--- config.mk ---
export PLATFORM = sky130hd
export DESIGN_NAME = restoring_divider_unsigned
export DESIGN_NICKNAME = d
export VERILOG_FILES = /design/src/rtl/restoring_divider_unsigned.sv
export SDC_FILE = /design/constraint.sdc
export NUM_CORES = 1
export LEC_CHECK = 0
export ABC_CLOCK_PERIOD_IN_PS = 1850
export BUFFER_PORTS_ARGS = -buffer_cell sky130_fd_sc_hd__buf_2
export CAP_MARGIN = 20
export CORE_MARGIN = 4
export CORE_UTILIZATION = 50
export CTS_CLUSTER_DIAMETER = 50
export DETAILED_ROUTE_END_ITERATION = 10
export PLACE_DENSITY = 0.8
export RECOVER_POWER = 25
export SYNTH_ARGS = -nofsm -noshare
export SYNTH_HDL_FRONTEND = slang
export SYNTH_SLANG_ARGS = --single-unit
--- constraint.sdc ---
create_clock -name tb_clk -period 1.85 [get_ports tb_clk]
set_input_delay 0.0925 -clock tb_clk [delete_from_list [all_inputs] [get_ports tb_clk]]
set_output_delay 0.0925 -clock tb_clk [all_outputs]
set_load 0.02 [all_outputs]
--- src/rtl/restoring_divider_unsigned.sv ---
`default_nettype none
// ============================================================================
// Module   : restoring_divider_unsigned
// Purpose  : Sequential unsigned divider using the restoring shift-subtract
//            algorithm. It produces one quotient bit per enabled clock, so
//            the latency is DIV_NUM_BITS enabled cycles.
// Ports    :
//   tb_clk          clock, rising edge
//   tb_srst         asynchronous active-low reset
//   CE              clock enable; when low, every register holds
//   start           launch request (accepted in IDLE/DONE only)
//   NUMERATOR_IN    dividend, sampled on the accepting edge
//   DENOMINATOR_IN  divisor, sampled on the accepting edge
//   QUOTENT_OUT     quotient, registered, updated on completion only
//   REMAINDER_OUT   remainder, registered, updated on completion only
//   done            result valid; held until the next accepted start
//   error           divide-by-zero flag for the last operation
// Options  : define DIV_ZERO_FAST_EN to finish a divide-by-zero one enabled
//            cycle after start instead of running all iterations.
// Revision : 1.0 - initial release
// ============================================================================
module restoring_divider_unsigned #(
    parameter int DIV_NUM_BITS = 8,
    parameter int DIV_DEN_BITS = 8
) (
    input  logic                    tb_clk,
    input  logic                    tb_srst,
    input  logic                    CE,
    input  logic [DIV_NUM_BITS-1:0] NUMERATOR_IN,
    input  logic [DIV_DEN_BITS-1:0] DENOMINATOR_IN,
    output logic [DIV_NUM_BITS-1:0] QUOTENT_OUT,
    output logic [DIV_DEN_BITS-1:0] REMAINDER_OUT,
    input  logic                    start,
    output logic                    error,
    output logic                    done
);

    localparam int CNT_W = $clog2(DIV_NUM_BITS + 1);

    typedef enum logic [1:0] {
        IDLE = 2'd0,
        BUSY = 2'd1,
        DONE = 2'd2
    } state_t;

    state_t                  state;
    state_t                  next_state;

    // num_sh starts as the dividend; quotient bits fill it from the LSB as
    // dividend bits leave from the MSB.
    logic [DIV_NUM_BITS-1:0] num_sh;
    logic [DIV_DEN_BITS-1:0] den_reg;
    // After every restore the partial remainder is below the divisor, so only
    // DIV_DEN_BITS bits need storing; the extra bit exists in the trial value.
    logic [DIV_DEN_BITS-1:0] rem;
    logic [CNT_W-1:0]        cnt;

    logic                    accept;
    logic                    last_iter;
    logic                    q_bit;
    logic                    zero_short;
    logic                    den_in_zero;
    logic [DIV_DEN_BITS:0]   trial;
    logic [DIV_DEN_BITS-1:0] rem_next;
    logic [DIV_NUM_BITS-1:0] quot_next;
    logic [DIV_NUM_BITS-1:0] quot_final;
    logic [DIV_DEN_BITS-1:0] rem_final;

    always_comb begin
        accept      = CE && start && (state != BUSY);
        last_iter   = (cnt == CNT_W'(1));
        den_in_zero = (DENOMINATOR_IN == '0);

        // Shift the next dividend bit into the partial remainder.
        trial = {rem, num_sh[DIV_NUM_BITS-1]};
        q_bit = (trial >= {1'b0, den_reg});
        // When the subtraction succeeds the difference is below den_reg, so
        // it is exact in DIV_DEN_BITS bits even though trial has one more.
        rem_next  = q_bit ? (trial[DIV_DEN_BITS-1:0] - den_reg)
                          : trial[DIV_DEN_BITS-1:0];
        quot_next = {num_sh[DIV_NUM_BITS-2:0], q_bit};

`ifdef DIV_ZERO_FAST_EN
        // Short divide-by-zero: num_sh still holds the untouched dividend,
        // so the values the full algorithm would reach are formed directly.
        zero_short = (den_reg == '0);
`else
        zero_short = 1'b0;
`endif
        quot_final = zero_short ? '1 : quot_next;
        rem_final  = zero_short ? DIV_DEN_BITS'(num_sh) : rem_next;
    end

    // ------------------------------------------------------------------
    // State register
    // ------------------------------------------------------------------
    always_ff @(posedge tb_clk or negedge tb_srst) begin
        if (!tb_srst) begin
            state <= IDLE;
        end else begin
            state <= next_state;
        end
    end

    // ------------------------------------------------------------------
    // Next-state logic
    // ------------------------------------------------------------------
    always_comb begin
        next_state = state;
        case (state)
            IDLE, DONE: begin
                if (accept) begin
                    next_state = BUSY;
                end
            end
            BUSY: begin
                if (CE && last_iter) begin
                    next_state = DONE;
                end
            end
            default: next_state = IDLE;
        endcase
    end

    // ------------------------------------------------------------------
    // Datapath and output registers
    // ------------------------------------------------------------------
    always_ff @(posedge tb_clk or negedge tb_srst) begin
        if (!tb_srst) begin
            num_sh        <= '0;
            den_reg       <= '0;
            rem           <= '0;
            cnt           <= '0;
            QUOTENT_OUT   <= '0;
            REMAINDER_OUT <= '0;
            done          <= 1'b0;
            error         <= 1'b0;
        end else if (CE) begin
            if (accept) begin
                num_sh  <= NUMERATOR_IN;
                den_reg <= DENOMINATOR_IN;
                rem     <= '0;
`ifdef DIV_ZERO_FAST_EN
                cnt     <= den_in_zero ? CNT_W'(1) : CNT_W'(DIV_NUM_BITS);
`else
                cnt     <= den_in_zero ? CNT_W'(DIV_NUM_BITS) : CNT_W'(DIV_NUM_BITS);
`endif
                done    <= 1'b0;
                error   <= 1'b0;
            end else if (state == BUSY) begin
                num_sh <= quot_next;
                rem    <= rem_next;
                cnt    <= cnt - CNT_W'(1);
                if (last_iter) begin
                    QUOTENT_OUT   <= quot_final;
                    REMAINDER_OUT <= rem_final;
                    done          <= 1'b1;
                    error         <= (den_reg == '0);
                end
            end
        end
    end

endmodule
`default_nettype wire

==> impl_results.md, run 1 <==
- Multi-input gate area: 0.001446 mm2
- CTS max path bufs: 2
- CP arrival: 2.16 ns
- Worst skew pair latency: 0.30 ns
- WL/cell: between 15 and 20 um
- Die Y: 78.91 um
- Commonest cells after routing, fill and taps aside: nand2_1 (52), dfrtp_1 (48), buf_4 (39)
- First-pass GRT wire length: 10,970 um
- Failing checks: negative hold slack, negative setup slack
- Post-synth EDFFs: 0
- Final instance area: 0.003496 mm2
- I/O Buffers: 37
- Clk sinks: 48
- Routed WL: 6958 um
- Via count: 2,394
- Worst R2R Path Depth: 8
- Area leader, netlist: dfrtp_1
- Maximum VDD drop: around 1.6 mV
- Ant diodes: 0
- DRT Pass-1 Iters: 4
- RSZ-0062 raised after global routing: true
- Tcrit/Tclk final: 1.067
- Total CTS buffers: 5
- Synth top area share: 0.4778
- Avg Inst Size Synth: 9.208 um2
- Met1 Track Usage GR: 0.2884
- Initial antenna violation count: 0
- Fillcell total: 331
- Post-Syn Instances: 273
- Final worst path period need: 1.975 ns
- Final Util: 0.7305
- Top Ports: 38
- Hold WS: -0.0001367 ns
- Vias in the first global route: 2,339
- Worst path required time: 2.04 ns
- Hold path cells: 3
- R2R Path End: rem[2]$_DFFE_PN0P_
- Total track usage: 0.2216
- Largest net degree at the start of global routing: 49
- Share of cells above drive strength 1: 0.3820
- Endpoint, Worst Hold: den_reg[2]$_DFFE_PN0P_
- Slew HR: 0.2163
- Min-delay src: DENOMINATOR_IN[2]
- Fmax: around 500 MHz
- DPL Wire Length: about 4600 um
- Synth area leaders: dfrtp_1 (48%), nand2_1 (7.9%), ha_1 (5.0%)
- Commonest non-fill, non-tap cell in the layout: nand2_1
- Ys flop type: dfrtp_1
- H-tree depth: 2
- GR Overflow Total: 0
- Critical path type: reg2reg
- GR peak layer: met2
- Clk_skew: 0.009048 ns
- Placed Instance Area: 0.003040 mm2
- Clock transition at path regs: about 0.09 ns
- Mapped cell area: 0.002514 mm2
- Max-slew violations: 0
- Final worst-path setup slack: -0.1246 ns
- Power Density: 2192 mW/mm2
- Layout overhead on the synthesized area: 39.07%
- Non-Filler Instances: between 400 and 500
- Status: finished with violations
- Yosys reg bits: 48
- Starting density of the core: 0.5252
- Site row count: 25
- Total power: 7.663 mW
- Synthesized Nets: slightly above 300
- Core ar.: approximately 0.0048 mm2
- Least-Margin Pin Slew: ~1.2 ns
- M2 GR Usage: 0.3701
- Drc violations: 0
- Reg2reg setup slack: -0.12 ns
- Total of max-cap violations: 0
- Distinct cells, synth: 50
- Largest fanout on the critical path: 2
- Final #Nets: 386
- FFs w/ async S/R, synth: 1.000
- Startpoint Class: register
- TritonCTS clock tree: done
- LEAKAGE: 1.608 nW
- Sequential-to-total area share from yosys stat: 0.4778
- Final setup violation count: 15
- Grt met3 use: 0.04649
- Worst min path class: in2reg
- R2r startpoint: num_sh[7]$_DFFE_PN0P_
- DR iter-0 viols: 214
- Die width: 78.91 um
- Storage cell area: 0.001201 mm2
- Yosys warnings: 0
- Final Hold Fails: 1
- RePlAce Congestion: 0.8734
- Dpl cells: ~400
- Remaining antenna violation count: 0
- Nature of the critical path endpoint: register
- CTS root buf: clkbuf_8
- Total Die Area: 0.006226 mm2
- Via density: 5.660
## layer usage
metal	routed length [um]	vias to the layer above
met5	0	-
met4	157	0
met1	2918	1167
met2	3553	74
li1	-	1138
met3	329	15
## cells by family after synthesis
group	synth area share
AO/OA/AOI/OAI	0.2021
adder cells (fa/ha/maj)	0.05774
multiplexers	0.01244
flip-flops	0.4778
buffers and inverters	0.04380
AND/OR/NAND/NOR	0.1921
XOR/XNOR	0.01394
## final cells by class
cell class / count / area share
Inverter: 14 / 0.01503
Multi-Input combinational cell: 199 / 0.4137
Tap cell: 67 / 0.02398
Timing Repair Buffer: 87 / 0.1689
Clock buffer: 6 / 0.02362
Sequential cell: 48 / 0.3436
Clock inverter: 2 / 0.01110
## cells in the mapped netlist (2+ instances only)
master / instances
nor2_1: 17
nand2_1: 53
nor3_1: 2
o2111ai_1: 2
ha_1: 10
buf_2: 4
o21a_1: 2
nor4_1: 3
o211ai_1: 4
o21ai_0: 23
inv_2: 3
o21ai_1: 4
nor2b_1: 2
a2bb2oi_1: 2
a31oi_1: 3
o31ai_1: 5
nand3_1: 3
a32o_1: 2
inv_1: 11
nor3b_1: 4
nand4_1: 6
nand2b_1: 2
a211oi_1: 2
o22ai_1: 7
a41oi_1: 3
xnor2_1: 3
dfrtp_1: 48
and2_1: 5
mux2i_1: 2
a21oi_1: 10
clkbuf_1: 7
## worst max-delay path, cell delays in order (launching register included)
cell and delay, ns:
dfrtp_1 0.41, inv_2 0.09, ha_4 0.14, inv_2 0.04, fa_2 0.41, buf_4 0.16, xnor2_1 0.23, o21ai_2 0.11
a32o_1 0.27
## metrics by stage
step / setup TNS (ns) / setup WS, ns
after floorplan: -0.03192 / -0.03192
after global placement: -0.6012 / -0.06696
after detailed placement: -0.9859 / -0.1428
after CTS: -0.5899 / -0.09144
after global routing: -2.161 / -0.1920
final: -1.031 / -0.1246
## worst max path at each step
stage	slack, ns	cells after the start	start	to
after detailed placement	-0.14	9	num_sh[7]$_DFFE_PN0P_	REMAINDER_OUT[4]$_DFFE_PN0P_
after CTS	-0.09	8	den_reg[0]$_DFFE_PN0P_	rem[6]$_DFFE_PN0P_
after global placement	-0.07	8	den_reg[1]$_DFFE_PN0P_	REMAINDER_OUT[7]$_DFFE_PN0P_
after global routing	-0.19	9	num_sh[7]$_DFFE_PN0P_	REMAINDER_OUT[4]$_DFFE_PN0P_
after floorplan	-0.03	7	den_reg[2]$_DFFE_PN0P_	rem[2]$_DFFE_PN0P_
final	-0.12	8	num_sh[7]$_DFFE_PN0P_	rem[2]$_DFFE_PN0P_
## power by group
part | total [mW] | internal [mW] | switching (mW) | leakage [nW]
Combinational | 4.96 | 2.35 | 2.61 | 0.951
Clock | 0.803 | 0.442 | 0.360 | 0.0614
Sequential | 1.90 | 1.52 | 0.378 | 0.595
Total | 7.66 | 4.31 | 3.35 | 1.61
## what timing repair did
| action | CTS | global route |
|---|---|---|
| resized for setup | 13 | 39 |
| hold endpoints to repair | 51 | 0 |
| setup buffers | 2 | 7 |
| hold buffers | 4 | 0 |
| setup endpoints to repair | 16 | 18 |
| pin swaps | 6 | 19 |
(Power assumes the default switching activity.)
==> run 2: changes to the inputs <==
- ABC_CLOCK_PERIOD_IN_PS: 1850 -> 2000
- PLACE_DENSITY: 0.8 -> 0.77
- clock period: 1.85 -> 2 ns (I/O delays scaled with it)
==> run 2 against run 1 <==
Wire length decreased by 2.0%. Non-clock buffer count decreased by 18. Final cell count decreased by 4.3%. Via count decreased by 3.0%. Highest routed layer unchanged. Fmax decreased by 1.1%. Critical path depth decreased by 1. The flow now finishes without violations. Sequential power decreased by 7%. Hold slack improved by 0.0021 ns.
==> impl_results.md, run 2 (synthesis results as in run 1) <==
- Endpoint, Worst Hold: den_reg[1]$_DFFE_PN0P_
- Tcrit/Tclk final: 0.9985 (-0.06888)
- Initial antenna violation count: 0 (unchanged)
- Commonest non-fill, non-tap cell in the layout: nand2_1
- CP arrival: 2.20 ns (+0.04 ns)
- Total of max-cap violations: 0 (unchanged)
- RSZ-0062 raised after global routing: true
- Power Density: 1969 mW/mm2 (-10%)
- Core ar.: 0.004786 mm2 (unchanged)
- Clk sinks: 48 (unchanged)
- Reg2reg setup slack: 0.003 ns (+0.13 ns)
- CTS root buf: clkbuf_8
- WL/cell: 16.83 um (+2.3%)
- Clock transition at path regs: 0.09 ns (about the same)
- Status: complete, no violations
- Nature of the critical path endpoint: register
- Total track usage: 0.2151 (-0.006549)
- Fmax: 500.8 MHz (-1.1%)
- Final Hold Fails: 0 (-1)
- Pre-CTS setup slack: -0.07233 ns (+0.07051 ns)
- Worst path required time: 2.20 ns (+0.16 ns)
- LEAKAGE: 1.478 nW (-8.1%)
- Site row count: 25 (unchanged)
- GR Overflow Total: 0 (unchanged)
- Non-Filler Instances: 405 (-4.3%)
- Total Die Area: 0.006226 mm2 (unchanged)
- DR iter-0 viols: 190 (-11%)
- R2R Path End: rem[2]$_DFFE_PN0P_
- Least-Margin Pin Slew: 1.361 ns (+0.1855 ns)
- Slew HR: 0.09270 (-0.1236)
- Total CTS buffers: 5 (unchanged)
- Largest fanout on the critical path: 3 (+1)
- Ant diodes: 0 (unchanged)
- Largest net degree at the start of global routing: 27 (-45%)
- I/O Buffers: 37 (unchanged)
- Final setup violation count: 0 (-15)
- Worst skew pair latency: 0.31 ns (about the same)
- Remaining antenna violation count: 0 (unchanged)
- Hold path cells: 3 (unchanged)
- Vias in the first global route: 2,202 (-5.9%)
- Commonest cells after routing, fill and taps aside: nand2_1 (53), dfrtp_1 (46), buf_2 (33)
- CTS max path bufs: 2 (unchanged)
- Share of cells above drive strength 1: 0.3136 (-0.06841)
- RePlAce Congestion: 0.8769 (+0.40%)
- Startpoint Class: register
- Layout overhead on the synthesized area: 29.82%
- R2r startpoint: den_reg[3]$_DFFE_PN0P_
- DRT Pass-1 Iters: 4 (unchanged)
- Routed WL: 6818 um (-2.0%)
- Final worst path period need: 1.997 ns (+0.02235 ns)
- H-tree depth: 2 (unchanged)
- Die Y: 78.91 um (unchanged)
- Final #Nets: 368 (-4.7%)
- Via density: 5.731 (+1.3%)
- Worst R2R Path Depth: 7 (-1)
- Min-delay src: DENOMINATOR_IN[1]
- Dpl cells: 392 (-2.7%)
- Critical path type: reg2reg
- Maximum VDD drop: 0.8398 mV (-47%)
- Max-slew violations: 0 (unchanged)
- TritonCTS clock tree: done
- First-pass GRT wire length: 10,550 um (-3.8%)
- Top Ports: 38 (unchanged)
- Starting density of the core: 0.5252 (unchanged)
- Clk_skew: 0.005222 ns (-0.003826 ns)
- Worst min path class: in2reg
- Drc violations: 0 (unchanged)
- Final worst-path setup slack: 0.003048 ns (+0.1277 ns)
- Via count: 2,321 (-3.0%)
- Die width: 78.91 um (unchanged)
- Setup TNS: 0 ns (+1.031 ns)
- DPL Wire Length: 4765 um (+4.2%)
[run 2: changes by cell type in the layout (fill, tap and decap cells not counted), moves of 2 or more]
cell / change
o21ai_2: -3
buf_4: -13
dfrtp_1: -2
o21ai_1: +3
buf_6: -4
dfrtp_2: +2
clkbuf_1: +4
o21ai_4: -2
buf_2: -4
o21ai_0: +2
[run 2: power breakdown]
part	switching [mW]	total, mW	leakage, nW	internal (mW)
registers	0.363	1.77	0.592	1.41
logic	2.18	3.91	0.824	1.72
clock network	0.337	0.746	0.0614	0.409
[run 2: worst max path at each step]
stage                           start                      endpoint  slack (ns)
2_1_floorplan  den_reg[2]$_DFFE_PN0P_            rem[2]$_DFFE_PN0P_        0.04
3_3_place_gp    num_sh[7]$_DFFE_PN0P_  REMAINDER_OUT[4]$_DFFE_PN0P_       -0.04
3_5_place_dp    num_sh[7]$_DFFE_PN0P_  REMAINDER_OUT[4]$_DFFE_PN0P_       -0.07
4_1_cts            rem[0]$_DFFE_PN0P_            rem[2]$_DFFE_PN0P_      -0.004
5_1_grt            rem[0]$_DFFE_PN0P_  REMAINDER_OUT[7]$_DFFE_PN0P_       -0.07
6_report       den_reg[3]$_DFFE_PN0P_            rem[2]$_DFFE_PN0P_       0.003
[run 2: worst max-delay path: stages, from the launching register on]
cell,delay (ns)
dfrtp_1,0.39
inv_1,0.13
ha_4,0.23
nand4_1,0.10
nand2_1,0.12
o2111a_2,0.31
or3_4,0.34
a32o_1,0.25
[run 2: area by class of cell]
class / instances / area (um2)
fillers: 379 / 1523
multi-input cells: 199 / 1364
flip-flops and latches: 48 / 1204
repair buffers: 69 / 437.9
well taps: 67 / 83.83
clock buffers: 6 / 82.58
inverters: 14 / 52.55
clock inverters: 2 / 38.79
[run 2: what timing repair did]
action | 4_1_cts | 5_1_grt
pin swaps | 2 | 10
gates resized for setup | 6 | 30
hold endpoints to repair | 27 | 0
hold buffers | 4 | 0
buffers inserted | 0 | 2
setup endpoints to repair | 9 | 25
[run 2: per-layer routing]
layer | vias to the layer above | track usage | wire (um)
met5 | - | 0 | 0
met4 | 0 | 0.06357 | 97
met3 | 14 | 0.04762 | 385
met2 | 79 | 0.3353 | 3324
met1 | 1126 | 0.3021 | 3011
li1 | 1102 | - | -
[run 2: stage by stage]
stage | utilization | hold WS (ns) | total power, mW | area [um2]
3_3_place_gp | 0.6144 | 0.1251 | 4.918 | 2940
5_1_grt | 0.6818 | 0.01024 | 6.851 | 3263
3_5_place_dp | 0.6144 | 0.1258 | 5.013 | 2940
4_1_cts | 0.6541 | 0.0006686 | 5.868 | 3131
6_report | 0.6818 | 0.001980 | 6.426 | 3263
2_1_floorplan | - | -0.1956 | 3.915 | 2526
==> run 3: changes to the inputs <==
- CORE_MARGIN: 4 -> 5
==> run 3 against run 2 <==
Sequential cell count did not move. Final cell count fell by 0.25%. Power fell by 4.9%. Non-clock buffer count fell by 1. Clock-buffer cell count did not move. Cell area fell by 1.4%. Sequential share of layout area rose by 0.49 points. Clock power fell by 0.8%. Register-to-register slack barely moved. Critical endpoint is now REMAINDER_OUT[4]$_DFFE_PN0P_.
==> impl_results.md, run 3 (synthesis results as in run 1) <==
- Power Density: 1899 mW/mm2 (-3.6%)
- Least-Margin Pin Slew: 0.9732 ns (-0.3878 ns)
- Endpoint, Worst Hold: den_reg[2]$_DFFE_PN0P_
- DRT Pass-1 Iters: 4 (unchanged)
- Fillcell total: 395 (+4.2%)
- Vias in the first global route: 2,240 (+1.7%)
- Largest net degree at the start of global routing: 39 (+44%)
- I/O Buffers: 37 (unchanged)
- CTS max path bufs: 2 (unchanged)
- Final setup violation count: 0 (unchanged)
- Worst skew pair latency: 0.30 ns (about the same)
- RSZ-0062 raised after global routing: true
- Ant diodes: 0 (unchanged)
- Commonest cells after routing, fill and taps aside: nand2_1 (53), dfrtp_1 (47), o21ai_0 (22), buf_4 (22)
- Core ar.: 0.004817 mm2 (+0.65%)
- Fmax: 504.4 MHz (+0.73%)
- DPL Wire Length: 4561 um (-4.3%)
- Final #Nets: 367 (-0.27%)
- Status: complete, no violations
- Tcrit/Tclk final: 0.9912 (-0.007248)
- TritonCTS clock tree: done
- Startpoint Class: register
- H-tree depth: 2 (unchanged)
- Min-delay src: DENOMINATOR_IN[2]
- Clk sinks: 48 (unchanged)
- Pre-CTS setup slack: -0.03778 ns (+0.03455 ns)
- CP arrival: 2.19 ns (about the same)
- Routed WL: 6428 um (-5.7%)
- Placed Instance Area: 0.002930 mm2 (-0.34%)
- Remaining antenna violation count: 0 (unchanged)
- Top Ports: 38 (unchanged)
- Nature of the critical path endpoint: register
- Total track usage: 0.2048 (-0.01024)
- R2r startpoint: num_sh[7]$_DFFE_PN0P_
- Final instance area: 0.003217 mm2 (-1.4%)
- Worst R2R Path Depth: 9 (+2)
- Layout overhead on the synthesized area: 27.97%
- DR iter-0 viols: 146 (-23%)
- R2R Path End: REMAINDER_OUT[4]$_DFFE_PN0P_
- Hold path cells: 3 (unchanged)
- Site row count: 25 (unchanged)
- Dpl cells: 389 (-0.77%)
- Critical path type: reg2reg
- Via count: 2,277 (-1.9%)
- Worst min path class: in2reg
- CTS root buf: clkbuf_8
- Worst path required time: 2.21 ns (about the same)
- GR Overflow Total: 0 (unchanged)
- Final Util: 0.6678 (-0.01404)
- Final worst-path setup slack: 0.01754 ns (+0.01450 ns)
- Critical Path Start: num_sh[7]$_DFFE_PN0P_
- Drc violations: 0 (unchanged)
- Clock transition at path regs: 0.09 ns (about the same)
- Commonest non-fill, non-tap cell in the layout: nand2_1
- Starting density of the core: 0.5218 (-0.003411)
- RePlAce Congestion: 0.8784 (+0.17%)
- Die width: 80.91 um (+2.5%)
- Via density: 5.636 (-1.7%)
- First-pass GRT wire length: 10,380 um (-1.6%)
- Final worst path period need: 1.982 ns (-0.01450 ns)
- WL/cell: 15.91 um (-5.5%)
- Initial antenna violation count: 0 (unchanged)
- Slew HR: 0.3512 (+0.2585)
- Max-slew violations: 0 (unchanged)
- Clk_skew: 0.005011 ns (-0.0002109 ns)
- LEAKAGE: 1.417 nW (-4.1%)
- Reg2reg setup slack: 0.02 ns (about the same)
- Die Y: 80.91 um (+2.5%)
- Total CTS buffers: 5 (unchanged)
- Largest fanout on the critical path: 3 (unchanged)
- Maximum VDD drop: 1.050 mV (+25%)
- Final Hold Fails: 0 (unchanged)
- Total of max-cap violations: 0 (unchanged)
- Share of cells above drive strength 1: 0.2374 (-0.07622)
- Non-Filler Instances: 404 (-0.25%)
- Total Die Area: 0.006546 mm2 (+5.1%)
[run 3: repair_timing]
action / 4_1_cts / 5_1_grt
hold endpoints to repair: 42 / 0
setup endpoints to repair: 2 / 18
pin swaps: 1 / 8
hold buffers: 7 / 0
gates resized for setup: 1 / 25
setup buffers: 0 / 1
[run 3: layer usage]
layer / global-route usage / share of wire
met4: 0.07770 / 0.021
met2: 0.3391 / 0.50
met1: 0.2672 / 0.44
met3: 0.03659 / 0.041
met5: 0 / 0
[run 3: worst max-delay path: stages, from the launching register on]
cell and delay, ns:
dfrtp_1 0.40, inv_2 0.08, ha_4 0.13, inv_2 0.04
fa_2 0.41, a211oi_4 0.33, nor2_4 0.06, xor2_2 0.15
a21oi_2 0.05, o31ai_1 0.24
[run 3: final cells by class]
class | instances | area, um2 | area share
clock buffers | 6 | 82.58 | 0.02567
inverters | 14 | 52.55 | 0.01634
well taps | 67 | 83.83 | 0.02606
repair buffers | 68 | 429.2 | 0.1334
multi-input cells | 199 | 1328 | 0.4127
clock inverters | 2 | 38.79 | 0.01206
flip-flops and latches | 48 | 1202 | 0.3738
[run 3: through the flow]
stage	hold WS, ns	TNS, ns	total power, mW
2_1_floorplan	-0.1956	0	3.915
3_3_place_gp	0.2540	-0.03156	4.865
3_5_place_dp	0.2688	-0.04084	4.941
4_1_cts	0.003894	0	5.733
5_1_grt	0.02577	-0.3384	6.581
6_report	0.006873	0	6.109
[run 3: how the worst max path moves through the flow]
stage                                        end  slack [ns]  depth (start not counted)
floorplan                     rem[2]$_DFFE_PN0P_        0.04                          7
global placement    REMAINDER_OUT[4]$_DFFE_PN0P_       -0.02                         10
detailed placement  REMAINDER_OUT[4]$_DFFE_PN0P_       -0.04                         10
CTS                 REMAINDER_OUT[6]$_DFFE_PN0P_       0.001                         10
global route        REMAINDER_OUT[4]$_DFFE_PN0P_       -0.08                          9
finish              REMAINDER_OUT[4]$_DFFE_PN0P_        0.02                          9
[run 3: where the power goes]
part	internal (mW)	leakage, nW	switching [mW]	total (mW)
combinational	1.56	0.762	2.05	3.61
sequential	1.41	0.594	0.349	1.76
clock	0.409	0.0614	0.331	0.740
total	3.38	1.42	2.73	6.11
